### config.mk
export PLATFORM = sky130hd
export DESIGN_NAME = lane_joiner_param
export DESIGN_NICKNAME = d
export VERILOG_FILES = /design/src/rtl/lane_joiner_param.sv
export SDC_FILE = /design/constraint.sdc
export NUM_CORES = 1
export LEC_CHECK = 0
export CAP_MARGIN = 20
export CORE_MARGIN = 5
export CORE_UTILIZATION = 39
export CTS_BUF_LIST = sky130_fd_sc_hd__clkbuf_8
export CTS_CLUSTER_DIAMETER = 120
export DETAILED_ROUTE_END_ITERATION = 16
export PLACE_DENSITY = 0.64
export REMOVE_ABC_BUFFERS = 1
export SLEW_MARGIN = 0
export SYNTH_ARGS = -nofsm -noshare
export SYNTH_HDL_FRONTEND = slang
export SYNTH_SLANG_ARGS = --single-unit
### constraint.sdc
create_clock -name clk -period 6.3 [get_ports clk]
set_input_delay 0.63 -clock clk [delete_from_list [all_inputs] [get_ports clk]]
set_output_delay 0.63 -clock clk [all_outputs]
set_load 0.005 [all_outputs]
### src/rtl/lane_joiner_param.sv
// lane_joiner_param: buffers parallel multi-lane words in a small FIFO and
// emits their lane symbols serially (lane 0 first) on a ready/valid byte
// stream. Each word carries its own link width, so x1..xNUM_LANES links
// share the same block.
// Optional feature macro: LANE_JOINER_REVERSAL_EN adds a per-word lane_rev
// input that emits the active lanes in descending physical order.
module lane_joiner_param #(
    parameter int NUM_LANES = 4,
    parameter int DATA_W    = 8,
    parameter int DEPTH     = 4
) (
    input  logic                                             clk,
    input  logic                                             reset,
    input  logic [NUM_LANES*DATA_W-1:0]                      lane_data,
    input  logic [$clog2(NUM_LANES):0]                       active_lanes,
`ifdef LANE_JOINER_REVERSAL_EN
    input  logic                                             lane_rev,
`endif
    input  logic                                             in_valid,
    output logic                                             in_ready,
    output logic [DATA_W-1:0]                                out_data,
    output logic                                             out_valid,
    input  logic                                             out_ready,
    output logic [((NUM_LANES > 1) ? $clog2(NUM_LANES) : 1)-1:0] lane_idx,
    output logic [$clog2(DEPTH+1)-1:0]                       fifo_level
);

    localparam int AL  = $clog2(NUM_LANES) + 1;                      // active_lanes width
    localparam int LW  = (NUM_LANES > 1) ? $clog2(NUM_LANES) : 1;    // lane index width
    localparam int AW  = $clog2(DEPTH);                              // FIFO pointer width
    localparam int LVW = $clog2(DEPTH + 1);                          // level width

    typedef enum logic {
        ST_IDLE,
        ST_SERIAL
    } state_e;

    state_e                              state_q;
    logic [AW-1:0]                       wr_ptr_q;
    logic [AW-1:0]                       rd_ptr_q;
    logic [LVW-1:0]                      count_q;
    logic [LVW-1:0]                      count_d;
    logic [LW-1:0]                       lane_cnt_q;

    // Word storage is data-path only and carries no reset; the pointers and
    // level decide what is valid.
    logic [NUM_LANES-1:0][DATA_W-1:0]    mem_data_q  [DEPTH];
    logic [AL-1:0]                       mem_lanes_q [DEPTH];
`ifdef LANE_JOINER_REVERSAL_EN
    logic                                mem_rev_q   [DEPTH];
`endif

    logic                                push;
    logic                                advance;
    logic                                pop;
    logic                                last_lane;
    logic [AL-1:0]                       eff_lanes;
    logic [AL-1:0]                       head_lanes;
    logic [LW-1:0]                       phys_idx;

    assign in_ready   = (count_q != LVW'(DEPTH));
    assign push       = in_valid && in_ready;
    assign out_valid  = (state_q == ST_SERIAL);
    assign fifo_level = count_q;

    // Out-of-range widths (0 or more than NUM_LANES) fall back to full width.
    assign eff_lanes  = ((active_lanes >= AL'(1)) && (active_lanes <= AL'(NUM_LANES)))
                        ? active_lanes : AL'(NUM_LANES);

    assign head_lanes = mem_lanes_q[rd_ptr_q];
    assign last_lane  = (AL'(lane_cnt_q) == (head_lanes - AL'(1)));
    assign advance    = out_valid && out_ready;
    assign pop        = advance && last_lane;

    // Next FIFO level: simultaneous push and pop leave it unchanged.
    always_comb begin
        count_d = count_q;
        case ({push, pop})
            2'b10:   count_d = count_q + LVW'(1);
            2'b01:   count_d = count_q - LVW'(1);
            default: count_d = count_q;
        endcase
    end

    // Control state: pointers, level, lane counter and the IDLE/SERIAL FSM.
    always_ff @(posedge clk) begin
        if (reset) begin
            state_q    <= ST_IDLE;
            wr_ptr_q   <= '0;
            rd_ptr_q   <= '0;
            count_q    <= '0;
            lane_cnt_q <= '0;
        end else begin
            if (push) begin
                wr_ptr_q <= wr_ptr_q + AW'(1);
            end
            if (pop) begin
                rd_ptr_q   <= rd_ptr_q + AW'(1);
                lane_cnt_q <= '0;
            end else if (advance) begin
                lane_cnt_q <= lane_cnt_q + LW'(1);
            end
            count_q <= count_d;
            case (state_q)
                ST_IDLE: begin
                    if (push) begin
                        state_q <= ST_SERIAL;
                    end
                end
                ST_SERIAL: begin
                    // Next word's lane 0 follows immediately when one is queued.
                    if (count_d == '0) begin
                        state_q <= ST_IDLE;
                    end
                end
                default: state_q <= ST_IDLE;
            endcase
        end
    end

    // Word storage write: lane symbols plus the per-word lane attributes.
    always_ff @(posedge clk) begin
        if (push) begin
            mem_data_q[wr_ptr_q]  <= lane_data;
            mem_lanes_q[wr_ptr_q] <= eff_lanes;
`ifdef LANE_JOINER_REVERSAL_EN
            mem_rev_q[wr_ptr_q]   <= lane_rev;
`endif
        end
    end

    // Output mux: map the serial position onto a physical lane and gate to
    // zero while idle.
    always_comb begin
        phys_idx = lane_cnt_q;
`ifdef LANE_JOINER_REVERSAL_EN
        if (mem_rev_q[rd_ptr_q]) begin
            phys_idx = LW'(head_lanes - AL'(1) - AL'(lane_cnt_q));
        end
`endif
        out_data = '0;
        lane_idx = '0;
        if (out_valid) begin
            out_data = mem_data_q[rd_ptr_q][phys_idx];
            lane_idx = phys_idx;
        end
    end

endmodule

[Yosys cells after proc, flatten, opt, wreduce, memory -nomap -nowiden]
Memory sizes are Yosys's and may differ from the RTL's. A register that Yosys moved wholly into a read port is not among the register bits.
Cells that the tools add are included.
W data, S select, Z words.
Word-level totals
  flip-flop bits (word level): 10
  bits in writable memories: 140
  input bits: 39
  output and inout port bits: 15
  logic and storage cells: 41
  memories: 2
Cells by class
  add/sub/neg operators: 6
  $lt $le $gt $ge: 3
  equality and inequality tests: 4
  muxes and demuxes: 14
  bitwise logic cells: 1
  reduce and logical (&&, ||, !) cells: 6
Memory list
  mem_data_q: words 4, bits a word 32, rd ports 1, clocked after memory_dff 1, write ports 1, line 47  | logic [NUM_LANES-1:0][DATA_W-1:0] mem_data_q [DEPTH];
  mem_lanes_q: words 4, bits a word 3, rd ports 1, clocked after memory_dff 1, write ports 1, line 48  | logic [AL-1:0] mem_lanes_q [DEPTH];
Operators by type and width (number)
  $bmux W8 S2: 1
  $mux W8: 2
  $mux W2: 5
  $add A2 B1 Y2 const B: 3
  $pmux W3 S2: 1
  $sub A3 B1 Y3 const B: 2
  $logic_and A1 B1 Y1: 4
  $add A3 B1 Y3 const B: 1
  $eq A2 B3 Y1: 1
  $ge A3 B1 Y1 const B: 1
  $le A3 B3 Y1 const B: 1
  $logic_not A3 Y1: 1
  $lt A2 B3 Y1 const B: 1
  $mux W1: 3
  $mux W3: 1
  $ne A3 B3 Y1 const B: 1
  $eq A2 B1 Y1 const B: 1
  $eq A2 B2 Y1 const B: 1
  $pmux W1 S2: 1
  $reduce_or A2 Y1: 1
  $not A1 Y1: 1

[Longest topological paths before layout]
  depth after elaboration: 8
  gate-level depth with buffers: 15
  depth with buffers taken out: 13

[Least setup slack after synthesis]
Ideal clock, no wire load.
  path type: reg2reg
  start: register (tool-made name)
  end: register state_q (netlist: out_valid)
  library setup time: 0.091 ns
  data arrival time: 3.219 ns
  data required time: 6.209 ns
  path slack: 2.990 ns
  cell stages (with the launch flop): 16
  buffers on the path: 2
  clock period less this slack: 3.310 ns
  cells stage by stage: dfxtp_1 -> clkbuf_1 -> buf_1 -> mux4_2 -> inv_1 -> ha_1 -> xor2_1 -> nand3_1 -> nor3_4 -> ha_1 -> inv_1 -> fa_1 -> xor2_1 -> nor2_1 -> xnor2_1 -> a311oi_1
RTL lines
  end signal, assigned: line 88  | state_q <= ST_IDLE;
  end signal, assigned: line 107  | state_q <= ST_SERIAL;
  end signal, assigned: line 113  | state_q <= ST_IDLE;
  end, declared: line 38  | state_e state_q;

==> results.sh <==
export IMPL_busiest_layer="met2"
export IMPL_antenna_found_initial=0
export IMPL_grt_use_met3_pct=4.09
export IMPL_worst_slew_pin_slew_ns=0.982
export IMPL_setup_viol=0
export IMPL_post_cts_buffers=0
export IMPL_drive_gt1_share_pct=22.2
export IMPL_grt_pass1_wl_um=16100
export IMPL_ys_ff_latch=152
export IMPL_wl_um=10100
export IMPL_timing_hold_violations_final=0
export IMPL_power_density_nw_per_um2=289
export IMPL_initial_core_util_pct=39.5
export IMPL_whs_ns=0.554
export IMPL_synth_area_sq_um=5990
export IMPL_crit_required_ns=5.67
export IMPL_multiInputGateArea_sq_um=1440
export IMPL_ys_flop_type="edfxtp_1"
export IMPL_cts_root_buffer="clkbuf_8"
export IMPL_clk_pin_slew_ns=0.08
export IMPL_post_cts_resized=0
export IMPL_slew_violations=0
export IMPL_max_freq_mhz=254
export IMPL_via_per_inst=5.05
export IMPL_cts_max_level=4
export IMPL_ios=54
export IMPL_cp_max_fo=21
export IMPL_drt_iter0_drc=168
export IMPL_crit_path_end_kind="output pin"
export IMPL_yosysTopAreaCell="edfxtp_1"
export IMPL_ant_nets=0
export IMPL_grt_pass1_vias=2972
export IMPL_drt_wirelength_per_cell_um=18.8
export IMPL_floorplan_rows=45
export IMPL_regArea_sq_um=4450
export IMPL_status="finished clean"
export IMPL_design_final_nets=385
export IMPL_hp_class="reg -> reg"
export IMPL_reg2reg_depth=13
export IMPL_max_cap_violations=0
export IMPL_cp_start_kind="register"
export IMPL_postSynthCellCount=278
export IMPL_min_period_ns=3.94
export IMPL_track_usage_pct=12.2
export IMPL_synthDominantCellAreaShare_pct=70.2
export IMPL_die_w_um=134
export IMPL_worstReg2RegEnd="out_valid$_SDFF_PP0_"
export IMPL_ys_types=26
export IMPL_synth_enable_flop_cells=140
export IMPL_die_area_sq_um=17900
export IMPL_peakVddDrop_mv=0.139
export IMPL_yosysMostFrequentCell="edfxtp_1"
export IMPL_worst_slack_ns=2.36
export IMPL_clk_path_buf_depth=2
export IMPL_crit_end="out_data[2]"
export IMPL_dr_pass1_iters=4
export IMPL_drc_errors=0
export IMPL_use_met1_pct=15.1
export IMPL_io_buffers=53
export IMPL_async_flop_share_pct=0
export IMPL_p_leak_nw=2.23
export IMPL_rrSetupSlack_ns=2.62
export IMPL_cts_sinks=152
export IMPL_area_delta_synth_final_pct=18.1
export IMPL_clock_latency_ns=0.44
export IMPL_netlist_top_cells_count="140 x edfxtp_1, 43 x mux4_2, 14 x and2_1"
export IMPL_postCtsHoldBufs=0
export IMPL_postSynthAreaPerCell_sq_um=21.5
export IMPL_numCtsBuffers=17
export IMPL_ys_top_cells_by_area="edfxtp_1 70%, mux4_2 16%, dfxtp_1 4.0%"
export IMPL_finalSetupTns_ns=0
export IMPL_fin_skew_ns=0.0125
export IMPL_rsz0062_at_grt="no"
export IMPL_vias=2722
export IMPL_grt_max_degree=36
export IMPL_gp_congestion=0.737
export IMPL_design_core_area_sq_um=15100
export IMPL_cts_tree="built"
export IMPL_grt_overflow=0
export IMPL_pre_cts_ws_ns=2.54
export IMPL_finalPower_w=0.00204
export IMPL_period_share_pct=62.6
export IMPL_ys_seq_area_share_pct=74.2
export IMPL_use_met2_pct=19.7
export IMPL_layout_cells_non_filler=539
export IMPL_diodes=0
export IMPL_die_h_um=134
export IMPL_yosysWarnings=0
export IMPL_crit_type="reg -> out"
export IMPL_cp_arrival_ns=3.31
export IMPL_max_slew_margin_pct=34.6
export IMPL_dp_hpwl_um=5840
export IMPL_place_inst=508
export IMPL_fill_cells=1235
==> per-stage QoR <==
stage / instance area, sq um / util, %
2_1_floorplan: 5910 / -
3_3_place_gp: 6690 / 44.2
3_5_place_dp: 6690 / 44.2
4_1_cts: 7070 / 46.7
5_1_grt: 7070 / 46.7
6_report: 7070 / 46.7
==> kinds of logic after synthesis <==
| family | share of synthesized area [%] |
|---|---|
| compound gates | 0.627 |
| xor+xnor | 1.17 |
| fa+ha+maj | 1.59 |
| buf+inv | 1.75 |
| flops | 74.2 |
| mux | 16.9 |
| simple gates | 3.74 |
==> where the power goes <==
part	leakage, nW	internal, W	switching (W)
Clock	0.200	0.000378	0.000330
Combinational	0.650	0.0000849	0.0000709
Sequential	1.39	0.00116	0.0000213
Total	2.23	0.00162	0.000422
==> flip-flops by register name, indices dropped and copies added, names as in the netlist, named ones only <==
signal and flops:
mem_lanes_q 12, wr_ptr_q 2, rd_ptr_q 2, out_valid 1
mem_data_q 128, fifo_level 3, lane_cnt_q 2
==> metal layers <==
| metal | vias to the layer above | share of wire [%] |
|---|---|---|
| met5 | - | 0 |
| met4 | 0 | 1.6 |
| met3 | 13 | 4.8 |
| met2 | 65 | 51 |
| met1 | 1397 | 42 |
| li1 | 1247 | - |
==> cells in the final DEF, fill, tap and decap left out, types with 4 or more instances in the layout <==
master / netlist / final
clkdlybuf4s50_1: 0 / 53
inv_1: 8 / 10
edfxtp_1: 140 / 140
dfxtp_1: 12 / 10
clkbuf_8: 0 / 17
xor2_1: 5 / 5
clkinv_2: 0 / 5
and2_2: 0 / 4
and2_1: 14 / 10
mux4_2: 43 / 43
ha_1: 6 / 6
nor2b_1: 5 / 5
nor2_1: 11 / 11
==> how the worst min path moves through the flow <==
stage                                        start                       end  slack (ns)  cells past startpoint
final                     fifo_level[0]$_SDFF_PP0_  fifo_level[0]$_SDFF_PP0_        0.55                      2
after global routing      fifo_level[1]$_SDFF_PP0_  fifo_level[1]$_SDFF_PP0_        0.60                      2
after CTS                 fifo_level[0]$_SDFF_PP0_  fifo_level[0]$_SDFF_PP0_        0.56                      2
after detailed placement  fifo_level[0]$_SDFF_PP0_  fifo_level[0]$_SDFF_PP0_        0.55                      2
after global placement    fifo_level[0]$_SDFF_PP0_  fifo_level[0]$_SDFF_PP0_        0.53                      2
after floorplan           wr_ptr_q[1]$_SDFFE_PP0P_  wr_ptr_q[1]$_SDFFE_PP0P_        0.51                      2
==> layout make-up <==
class | instances | share of cell area [%]
Sequential cell | 152 | 62.9
Multi-Input combinational cell | 106 | 20.4
Timing Repair Buffer | 54 | 7.61
Tap cell | 188 | 3.33
Clock buffer | 17 | 3.31
Clock inverter | 14 | 2.00
Inverter | 8 | 0.425
==> critical path, stage by stage, from the launching register on <==
cell and delay, ns:
dfxtp_2 0.68, buf_4 0.49, mux4_2 0.56, mux4_2 0.46
and2_1 0.19, clkdlybuf4s50_1 0.46
(Power assumes the default switching activity.)
